--- config.mk ---
export PLATFORM = sky130hd
export DESIGN_NAME = store_rmw_unit
export DESIGN_NICKNAME = d
export VERILOG_FILES = /design/src/rtl/store_pkg.sv /design/src/rtl/byte_lane_merge.sv /design/src/rtl/store_rmw_unit.sv
export SDC_FILE = /design/constraint.sdc
export NUM_CORES = 1
export LEC_CHECK = 0
export BUFFER_PORTS_ARGS = -buffer_cell sky130_fd_sc_hd__buf_2
export CORE_ASPECT_RATIO = 1.4
export CORE_UTILIZATION = 46
export DETAILED_ROUTE_END_ITERATION = 12
export GPL_ROUTABILITY_DRIVEN = 0
export PLACE_DENSITY = 0.76
export RECOVER_POWER = 50
export SYNTH_ARGS = -nofsm -noshare
export SYNTH_HDL_FRONTEND = slang
export SYNTH_SLANG_ARGS = --single-unit
--- constraint.sdc ---
create_clock -name clk -period 2.2 [get_ports clk]
set_input_delay 0.44 -clock clk [delete_from_list [all_inputs] [get_ports clk]]
set_output_delay 0.44 -clock clk [all_outputs]
set_load 0.03 [all_outputs]
--- src/rtl/store_pkg.sv ---
// Shared types and helpers for the store read-modify-write path.
package store_pkg;

  localparam int unsigned WORD_W = 32;

  typedef enum logic [1:0] {
    StIdle,
    StRdAddr,
    StRdWait,
    StWrite
  } store_state_t;

  localparam logic [2:0] F3_SB = 3'b000;
  localparam logic [2:0] F3_SH = 3'b001;
  localparam logic [2:0] F3_SW = 3'b010;

  // Alignment and encoding check applied when a store is accepted.
  function automatic logic is_legal_store(input logic [2:0] funct3, input logic [1:0] addr_lo);
    logic legal;
    case (funct3)
      F3_SB:   legal = 1'b1;
      F3_SH:   legal = ~addr_lo[0];
      F3_SW:   legal = (addr_lo == 2'b00);
      default: legal = 1'b0;
    endcase
    return legal;
  endfunction

endpackage

--- src/rtl/byte_lane_merge.sv ---
// Combinational merge of SB/SH/SW store data into an existing memory word.
module byte_lane_merge
  import store_pkg::*;
(
  input  logic [WORD_W-1:0] old_word,
  input  logic [WORD_W-1:0] new_data,
  input  logic [2:0]        funct3,
  input  logic [1:0]        offset,
  output logic [WORD_W-1:0] merged_word
);

  logic [4:0] byte_lsb;
  logic [4:0] half_lsb;

  assign byte_lsb = {offset, 3'b000};
  assign half_lsb = {offset[1], 4'b0000};

  always_comb begin
    merged_word = old_word;
    case (funct3)
      F3_SB:   merged_word[byte_lsb +: 8]  = new_data[7:0];
      F3_SH:   merged_word[half_lsb +: 16] = new_data[15:0];
      F3_SW:   merged_word = new_data;
      default: merged_word = old_word;
    endcase
  end

endmodule

--- src/rtl/store_rmw_unit.sv ---
// Converts SB/SH/SW stores into full-word writes on a memory without byte enables.
module store_rmw_unit
  import store_pkg::*;
#(
  parameter int unsigned DATA_W = 32
) (
  input  logic              clk,
  input  logic              rst_n,
  input  logic              req_valid,
  output logic              req_ready,
  input  logic [DATA_W-1:0] req_addr,
  input  logic [DATA_W-1:0] req_data,
  input  logic [2:0]        req_funct3,
  output logic [DATA_W-1:0] mem_raddr,
  input  logic [DATA_W-1:0] mem_rdata,
  output logic [DATA_W-1:0] mem_waddr,
  output logic [DATA_W-1:0] mem_wdata,
  output logic              mem_wr,
  output logic              done,
  output logic              err
);

  store_state_t      state_q;
  logic [DATA_W-1:0] data_q;
  logic [2:0]        funct3_q;
  logic [1:0]        offset_q;
  logic [DATA_W-1:0] word_addr;
  logic [DATA_W-1:0] merged;

  assign word_addr = {req_addr[DATA_W-1:2], 2'b00};
  assign req_ready = (state_q == StIdle);

  byte_lane_merge u_merge (
    .old_word    (mem_rdata),
    .new_data    (data_q),
    .funct3      (funct3_q),
    .offset      (offset_q),
    .merged_word (merged)
  );

  always_ff @(posedge clk or negedge rst_n) begin
    if (!rst_n) begin
      state_q   <= StIdle;
      data_q    <= '0;
      funct3_q  <= '0;
      offset_q  <= '0;
      mem_raddr <= '0;
      mem_waddr <= '0;
      mem_wdata <= '0;
      mem_wr    <= 1'b0;
      done      <= 1'b0;
      err       <= 1'b0;
    end else begin
      mem_wr <= 1'b0;
      done   <= 1'b0;
      err    <= 1'b0;
      case (state_q)
        StIdle: begin
          if (req_valid) begin
            if (!is_legal_store(req_funct3, req_addr[1:0])) begin
              err <= 1'b1;
            end else begin
              data_q    <= req_data;
              funct3_q  <= req_funct3;
              offset_q  <= req_addr[1:0];
              mem_waddr <= word_addr;
              if (req_funct3 == F3_SW) begin
                // Full word: no read needed, raddr left untouched.
                mem_wdata <= req_data;
                mem_wr    <= 1'b1;
                state_q   <= StWrite;
              end else begin
                mem_raddr <= word_addr;
                state_q   <= StRdAddr;
              end
            end
          end
        end
        StRdAddr: state_q <= StRdWait;
        StRdWait: begin
          // Read data is valid only in this cycle.
          mem_wdata <= merged;
          mem_wr    <= 1'b1;
          state_q   <= StWrite;
        end
        StWrite: begin
          done    <= 1'b1;
          state_q <= StIdle;
        end
        default: state_q <= StIdle;
      endcase
    end
  end

endmodule

Word-level counts from Yosys, hierarchy flattened:

Index checks and enable logic that the tools add are counted.

* muxes and demuxes: 22
* eq/ne operators: 10
* reduce and logical (&&, ||, !) cells: 9
* shift-type cells: 4
* add/sub/neg operators: 2
* bitwise logic cells: 2

Operator list (number)
* two-way mux 32 bit: 3
* one-hot mux 32 bit (3 select lines): 1
* bitwise mux 32 bit: 2
* one-hot mux 32 bit (2 select lines): 1
* variable shift 16 x 7 -> 32 bit, first input constant: 1
* variable shift 8 x 7 -> 32 bit, first input constant: 1
* indexed part select 16 x 7 -> 32 bit: 1
* indexed part select 8 x 7 -> 32 bit: 1
* negator 5 -> 7 bit: 2
* two-way mux 1 bit: 9
* one-hot mux 2 bit (4 select lines): 1
* AND reduction 4 bit: 2
* equality test 3 x 1 -> 1 bit, second input constant: 2
* equality test 3 x 2 -> 1 bit, second input constant: 2
* logical NOT 3 bit: 2
* two-way mux 2 bit: 3
* equality test 2 bit, second input constant: 2
* logical NOT 2 bit: 2
* != test 2 x 1 -> 1 bit, second input constant: 2
* one-hot mux 1 bit (3 select lines): 1
* AND reduction 3 bit: 1
* equality test 2 x 1 -> 1 bit, second input constant: 1
* != test 2 bit, second input constant: 1
* inverter 1 bit: 2
* 3 further kinds: 3

* word-level logic and storage cells: 59
* output and inout bits: 100
* bits in registers: 134
* bits of input ports: 102

Longest topological paths before layout:

Gate-level depths: netlist (run 1).

* depth after elaboration: 7
* depth in mapped cells: 9
* gate-level depth less buffers: 6

Hierarchy:

A second synthesis (run 1) with hierarchy kept.

* cell total of the unflattened synthesis: 618
* area total of the unflattened synthesis: 7559.8 um^2

Modules (own cells, without submodules)
* store_rmw_unit: seq. area each 3353.2 um^2, area each 5542.8 um^2, cells each 342, instances 1
* byte_lane_merge: seq. area each 0.0 um^2, area each 2016.9 um^2, cells each 276, instances 1

Worst setup path after synthesis (run 1):

No wires, ideal clock.

* path kind: reg2reg
* start point: register offset_q[0]
* end point: register mem_wdata[0]
* clock period less this slack: 2206 ps
* library setup time: 82 ps
* setup slack: -6 ps
* path buffers: 1
* arrival time: 2124 ps
* required time: 2118 ps
* stages on the path, launching flop included: 8
* path through: dfrtp_1 -> clkbuf_1 -> inv_1 -> ha_1 -> or4b_4 -> a31oi_4 -> a22oi_1 -> a31oi_1

* longest elaborated chain between the ends: 5
* elaborated cells between the ends (all ways): 6
* classes of those cells: add/sub: 1; shift: 2; mux: 3

RTL lines
* from (decl): RTL line store_rmw_unit.sv:26 `logic [1:0] offset_q;`
* from (signal assigned): RTL line store_rmw_unit.sv:65 `offset_q <= req_addr[1:0];`
* negator 5 -> 7 bit *: RTL line byte_lane_merge.sv:21 `F3_SB: merged_word[byte_lsb +: 8] = new_data[7:0];`
* indexed part select 8 x 7 -> 32 bit or variable shift 8 x 7 -> 32 bit (tied branches): RTL line byte_lane_merge.sv:21
* bitwise mux 32 bit *: RTL line byte_lane_merge.sv:21
* one-hot mux 32 bit (3 select lines) *: RTL line byte_lane_merge.sv:20 `case (funct3)`
* one-hot mux 32 bit (2 select lines) *: RTL line store_rmw_unit.sv:57 `case (state_q)`
* to (signal assigned): RTL line store_rmw_unit.sv:69 `mem_wdata <= req_data;`
* to (signal assigned): RTL line store_rmw_unit.sv:82 `mem_wdata <= merged;`
* to (decl): RTL line store_rmw_unit.sv:17 `output logic [DATA_W-1:0] mem_wdata,`

Mark *: on every way between the ends. The rest lies on a longest branch, timed or not.
A chain may end at the register's enable or synchronous reset.

Worst setup path in the final report (run 1):

* start point: register state_q[0]
* end point: register data_q[20]

* longest elaborated chain between the ends: 2

RTL lines
* from (decl): RTL line store_rmw_unit.sv:23 `store_state_t state_q;`
* from (signal assigned): RTL line store_rmw_unit.sv:43 `state_q <= StIdle;`
* from (signal assigned): RTL line store_rmw_unit.sv:71 `state_q <= StWrite;`
* from (signal assigned): RTL line store_rmw_unit.sv:74 `state_q <= StRdAddr;`
* logical NOT 2 bit: RTL line store_rmw_unit.sv:57
* AND reduction 3 bit (no source line)
* to (signal assigned): RTL line store_rmw_unit.sv:63 `data_q <= req_data;`
* to (decl): RTL line store_rmw_unit.sv:24 `logic [DATA_W-1:0] data_q;`

No other way between the ends.

==> results of run 1 <==
-- cell families after synthesis --
| kind of cell | count (synthesis) | share of synthesized area (%) |
|---|---|---|
| other cells | 1 | 0.0586 |
| mux | 95 | 16.7 |
| flops | 134 | 52.4 |
| compound gates | 134 | 16.4 |
| fa+ha+maj | 8 | 1.57 |
| buf+inv | 52 | 4.26 |
| simple gates | 95 | 8.55 |
-- power groups by stage --
stage               clock network [mW]  registers (mW)  logic (mW)
global route                      2.93            4.72        7.51
floorplan                            0            6.01        3.48
finish                            2.76            4.58        6.98
CTS                               2.82            4.56        7.09
detailed placement                   0            4.59        7.07
global placement                     0            4.52        6.86
-- registers in the layout, summed over array words and instances, names as in the netlist, 2 cells and up --
register,count
mem_wdata,32
funct3_q,3
offset_q,2
state_q,2
data_q,32
mem_waddr,30
mem_raddr,30
-- how the worst max path moves through the flow --
stage,from,end,depth (start not counted)
6_report,state_q[0]$_DFFE_PN0P_,data_q[20]$_DFFE_PN0P_,6
5_1_grt,rst_n,mem_wdata[11]$_DFFE_PN0P_,3
4_1_cts,state_q[0]$_DFFE_PN0P_,data_q[31]$_DFFE_PN0P_,6
3_5_place_dp,req_funct3[0],mem_waddr[10]$_DFFE_PN0P_,6
3_3_place_gp,req_funct3[0],mem_waddr[31]$_DFFE_PN0P_,6
2_1_floorplan,offset_q[0]$_DFFE_PN0P_,mem_wdata[0]$_DFFE_PN0P_,7
-- cell type report --
class	instances	area (µm²)
Antenna cell	2	5.00
Clock buffer	17	425
Clock inverter	15	154
Fill cell	1104	5280
Inverter	7	26.3
Multi-Input combinational cell	336	2810
Sequential cell	134	3350
Tap cell	182	228
Timing Repair Buffer	222	1170
-- through the flow --
| stage | setup WS, ns | util (%) | total power, mW | area, µm² |
|---|---|---|---|---|
| 6_report | 0.143 | 60.8 | 14.3 | 8170 |
| 5_1_grt | 0.0253 | 60.8 | 15.2 | 8170 |
| 4_1_cts | 0.168 | 61.2 | 14.5 | 8230 |
| 3_5_place_dp | 0.134 | 56.8 | 11.7 | 7640 |
| 3_3_place_gp | 0.192 | 56.8 | 11.4 | 7640 |
| 2_1_floorplan | 0.115 | - | 9.49 | 6410 |
-- worst register-to-register path: stages, from the launching register on --
cell     delay [ns]
dfrtp_1        0.40
inv_1          0.09
ha_1           0.26
nand2_1        0.18
nor3_4         0.26
buf_12         0.34
mux2_2         0.41
-- synth_stat cells, types with 2 or more instances --
| cell type | n | area (µm²) |
|---|---|---|
| a211oi_1 | 8 | 60.1 |
| a21oi_1 | 16 | 80.1 |
| a221oi_1 | 15 | 131 |
| a22o_1 | 8 | 70.1 |
| a22oi_1 | 16 | 120 |
| a2bb2oi_1 | 8 | 70.1 |
| a31oi_1 | 10 | 62.6 |
| and2_1 | 2 | 12.5 |
| buf_1 | 2 | 7.51 |
| buf_2 | 21 | 105 |
| buf_4 | 9 | 67.6 |
| buf_6 | 2 | 22.5 |
| clkbuf_1 | 9 | 33.8 |
| clkbuf_2 | 2 | 10.0 |
| dfrtp_1 | 134 | 3350 |
| ha_1 | 8 | 100 |
| inv_1 | 7 | 26.3 |
| mux2_1 | 5 | 56.3 |
| mux2_2 | 90 | 1010 |
| nand2_1 | 8 | 30.0 |
| nand2b_1 | 10 | 62.6 |
| nand3_1 | 9 | 45.0 |
| nand4_1 | 16 | 100 |
| nor2_1 | 33 | 124 |
| nor2b_1 | 2 | 12.5 |
| o211a_1 | 8 | 80.1 |
| o211ai_1 | 8 | 60.1 |
| o21ai_0 | 2 | 10.0 |
| o21ai_1 | 8 | 40.0 |
| o31ai_1 | 7 | 52.6 |
| o32ai_1 | 9 | 78.8 |
| or4b_4 | 2 | 27.5 |
-- timing repair --
action,4_1_cts,5_1_grt
resized for setup,0,0
endpoints found under the setup margin,0,0
hold buffers,1,0
endpoints found under the hold margin,39,0
-- routing by layer --
metal	vias to the layer above	GRT usage (%)
li1	2369	-
met1	2596	28.5
met5	-	0
met2	254	43.6
met3	57	7.29
met4	0	13.7
==> results.json, run 1 <==
{
  "status": "finished, final reports clean",
  "async_reset_ff_share_pct": 100,
  "vdd_drop_max_mv": 0.791,
  "rsz0062_at_grt": "false",
  "layout_common_cells": "151 x buf_2, 134 x dfrtp_1, 90 x mux2_2, 46 x clkbuf_1, 33 x nor2_1",
  "crit_family": "simple AND/OR/NAND/NOR gates",
  "ios": 202,
  "wirelength_um": 17600,
  "drt_pass1_iterations": 6,
  "internal_power_mw": 7.93,
  "ant_nets": 0,
  "yosysUniqueCellTypes": 57,
  "clk_path_buf_depth": 2,
  "hold_start": "req_addr[5]",
  "worst-r2r-setup-slack_ns": 0.14,
  "cap_viol_max_count": 0,
  "relSlewSlack_pct": 24.8,
  "crit_chain": "inv_1 > ha_1 > nand2_1 > nor3_4 > buf_12 > mux2_2",
  "post_cts_buffers": 0,
  "r2r_end": "data_q[20]$_DFFE_PN0P_",
  "drtIter0Drc": 282,
  "hold_path.class": "primary input to flip-flop",
  "groute.usage.overall_pct": 25.5,
  "p_sw_mw": 6.39,
  "critical_path_buf_inv_count": 2,
  "cpPeakStageDelay_ns": 0.40,
  "synth-main-ff-cell": "dfrtp_1",
  "switching_share_pct": 44.6,
  "powerDensity_nw_per_um2": 1750,
  "required_ns": 2.49,
  "ff2ff_path_depth": 6,
  "wl_per_cell_um": 19.3,
  "end_kind": "flip-flop",
  "dp.cells": 880,
  "grt_pass1_vias": 5415,
  "grt_max_degree": 59,
  "syn_area_per_cell_um2": 12.3,
  "setup_tns_ns": 0,
  "die_w_um": 102,
  "clkPwrFrac_pct": 19.3,
  "combinationalPowerShare_pct": 48.7,
  "area_growth_pct": 27.8,
  "syn_area_um2": 6400,
  "initial_core_util_pct": 47.6,
  "die-area_um2": 14400,
  "yosys_warnings": 0,
  "whs_endpoint": "mem_raddr[5]$_DFFE_PN0P_",
  "worstReg2RegStart": "state_q[0]$_DFFE_PN0P_",
  "core_region_area_um2": 13500,
  "fin_skew_ns": 0.00583,
  "hpwl_um": 12800,
  "vias_per_cell": 5.77,
  "crit_arrival_ns": 2.35,
  "min_period_over_period_pct": 93.5,
  "io_buffers": 197,
  "worst_setup_path_start_kind": "flip-flop",
  "worstMarginPinSlew_ns": 1.13,
  "timing_hold_violations_final": 0,
  "grt_antenna_before_repair": 4,
  "drcViolationCount": 0,
  "gr-total-overflow": 0,
  "cp_max_fo": 58,
  "synth_seq_area_share_pct": 52.4,
  "hold_slack_ns": 0.260,
  "route.met2.wl_um": 9170,
  "num_vias": 5276,
  "fin_cells": 915,
  "layout_commonest_cell": "buf_2",
  "slowest_stage": "dfrtp_1",
  "htree_levels": 4,
  "critical_path_class": "flip-flop to flip-flop",
  "cts_tree": "built",
  "whs_path_depth": 2,
  "dieHeight_um": 142,
  "met1Wirelength_um": 6560,
  "clk_pin_slew_ns": 0.06,
  "layout_min_cycle_time_ns": 2.06,
  "synth_edf_count": 0,
  "fin_nets": 828,
  "finalMaxSlewViolations": 0,
  "grt_pass1_wl_um": 27900,
  "clkSinkCount": 134,
  "clkLatencyLatePin_ns": 0.41,
  "power_frac_seq_pct": 32.0,
  "root_buffer": "clkbuf_16",
  "power_leakage_nw": 3.71,
  "setup_viol": 0,
  "synthCells": 519,
  "max_freq_mhz": 486,
  "wl_met3_um": 1240,
  "rows": 50,
  "cts_buffers": 17,
  "drive_above_1_share_pct": 43.1,
  "topRoutingLayerUsed": "met4",
  "ys_ff_latch": 134
}
No activity file was read; power rests on OpenSTA's default activity.
==> run 2, diff against run 1 <==
--- a/config.mk
+++ b/config.mk
@@ -6,7 +6,7 @@
 export NUM_CORES = 1
 export LEC_CHECK = 0
 export BUFFER_PORTS_ARGS = -buffer_cell sky130_fd_sc_hd__buf_2
-export CORE_ASPECT_RATIO = 1.4
+export CORE_ASPECT_RATIO = 1.75
 export CORE_UTILIZATION = 46
 export DETAILED_ROUTE_END_ITERATION = 12
 export GPL_ROUTABILITY_DRIVEN = 0
==> results.json, run 2 (synthesized netlist as in run 1, its figures left out) <==
{
  "required_ns": 1.76,
  "vdd_drop_max_mv": 0.894,
  "layout_min_cycle_time_ns": 2.02,
  "grt_antenna_before_repair": 2,
  "ios": 202,
  "cp_max_fo": 11,
  "worstMarginPinSlew_ns": 1.47,
  "startpoint": "state_q[0]$_DFFE_PN0P_",
  "hold_start": "req_addr[5]",
  "crit_cells": 4,
  "drt_pass1_iterations": 5,
  "clk_pin_slew_ns": 0.06,
  "post_cts_buffers": 0,
  "grt_pass1_wl_um": 27800,
  "critical_path_class": "flip-flop to primary output",
  "vias_per_cell": 5.81,
  "reg.largest.list": "data_q: 32 flops, mem_wdata: 32 flops",
  "worstReg2RegStart": "offset_q[0]$_DFFE_PN0P_",
  "cts_buffers": 17,
  "core_region_area_um2": 13500,
  "htree_levels": 4,
  "r2r_end": "mem_wdata[4]$_DFFE_PN0P_",
  "worst-r2r-setup-slack_ns": 0.19,
  "rsz0062_at_grt": "false",
  "crit_arrival_ns": 1.58,
  "rows": 56,
  "grt_max_degree": 59,
  "area_growth_pct": 27.4,
  "hpwl_um": 13600,
  "io_buffers": 197,
  "wirelength_um": 18200,
  "end_kind": "primary output",
  "fin_skew_ns": 0.0139,
  "relSlewSlack_pct": 1.85,
  "cpPeakStageDelay_ns": 0.39,
  "ant_nets": 0,
  "die_w_um": 91.1,
  "cts_tree": "built",
  "powerDensity_nw_per_um2": 1790,
  "p_total_mw": 14.6,
  "hold_path.class": "primary input to flip-flop",
  "layout_commonest_cell": "buf_2",
  "drive_above_1_share_pct": 43.0,
  "max_freq_mhz": 495,
  "die-area_um2": 14400,
  "root_buffer": "clkbuf_16",
  "finalMaxSlewViolations": 0,
  "gr-total-overflow": 0,
  "dieHeight_um": 158,
  "slowest_stage": "dfrtp_1",
  "power_leakage_nw": 3.70,
  "critical_path_buf_inv_count": 3,
  "critical_path.endpoint": "req_ready",
  "wl_per_cell_um": 20.1,
  "crit_family": "buffers and inverters",
  "crit_chain": "inv_1 > ha_1 > buf_4 > buf_2",
  "initial_core_util_pct": 47.5,
  "clk_path_buf_depth": 2,
  "ff2ff_path_depth": 6,
  "drtIter0Drc": 288,
  "groute.usage.overall_pct": 25.5,
  "cap_viol_max_count": 0,
  "setup_tns_ns": 0,
  "clkSinkCount": 134,
  "clkLatencyLatePin_ns": 0.42,
  "num_vias": 5254,
  "worst_setup_path_start_kind": "flip-flop",
  "grt_pass1_vias": 5514,
  "timing_hold_violations_final": 0,
  "layout_common_cells": "150 x buf_2, 134 x dfrtp_1, 90 x mux2_2, 47 x clkbuf_1, 33 x nor2_1",
  "fill_cells": 1162,
  "min_period_over_period_pct": 91.8,
  "status": "finished, final reports clean",
  "setup_viol": 0,
  "drcViolationCount": 0,
  "fin_nets": 827
}
run 2: changes by cell type in the layout (fill, tap and decap cells not counted), moves of 2 or more:
cell | previous run | this run
buf_12 | 4 | 1
clkinv_4 | 4 | 2
clkinv_2 | 5 | 1
clkbuf_2 | 1 | 3
clkinvlp_4 | 1 | 3
run 2: area by class of cell:
| type | count | area (µm²) | share of cell area, % |
|---|---|---|---|
| tap | 174 | 218 | 2.67 |
| inverter | 7 | 26.3 | 0.322 |
| clock inverter | 13 | 170 | 2.09 |
| timing repair buffer | 221 | 1120 | 13.7 |
| multi-input combinational | 336 | 2820 | 34.6 |
| antenna | 1 | 2.50 | 0.0307 |
| clock buffer | 19 | 443 | 5.44 |
| sequential | 134 | 3350 | 41.1 |
run 2: per-layer routing:
layer	GRT usage, %	up-vias	wire (µm)
met3	5.57	65	1050
met1	25.7	2605	6160
met4	18.4	0	939
met2	46.1	235	10000
met5	0	-	0
li1	-	2349	-
run 2: metrics by stage:
| step | hold slack [ns] | instance area [µm²] | cells | util (%) | worst slack (ns) |
|---|---|---|---|---|---|
| after floorplan | 0.144 | 6410 | 522 | - | 0.115 |
| after global placement | 0.451 | 7610 | 872 | 56.6 | 0.158 |
| after detailed placement | 0.455 | 7610 | 872 | 56.6 | 0.0997 |
| after CTS | 0.0216 | 8220 | 904 | 61.1 | 0.0916 |
| after global routing | 0.258 | 8150 | 905 | 60.6 | 0.00645 |
| final | 0.264 | 8150 | 905 | 60.6 | 0.181 |
run 2: worst reg2reg max path, stage by stage (launching register included):
cell and delay (ns):
dfrtp_1 0.38, inv_1 0.13, ha_1 0.26, or4b_4 0.53, a31oi_4 0.32, a22oi_1 0.11
a31oi_1 0.20
run 2: report_power, final:
part           internal, mW  leakage (nW)  switching, mW
clock network          1.83         0.291           1.11
registers              3.67          1.63          0.923
logic                  2.60          1.78           4.43
total                  8.10          3.70           6.46
run 2: repair_timing:
action	in CTS	in global routing
resized for setup	0	1
setup endpoints to repair	0	16
hold buffers	0	0
endpoints found under the hold margin	0	0
run 2: worst min-delay path by stage:
stage	endpoint	slack [ns]	depth (start not counted)
global route	mem_raddr[5]$_DFFE_PN0P_	0.26	2
detailed placement	mem_wdata[5]$_DFFE_PN0P_	0.45	1
finish	mem_raddr[5]$_DFFE_PN0P_	0.26	2
floorplan	data_q[0]$_DFFE_PN0P_	0.14	0
CTS	mem_wdata[5]$_DFFE_PN0P_	0.02	1
global placement	mem_wdata[4]$_DFFE_PN0P_	0.45	1
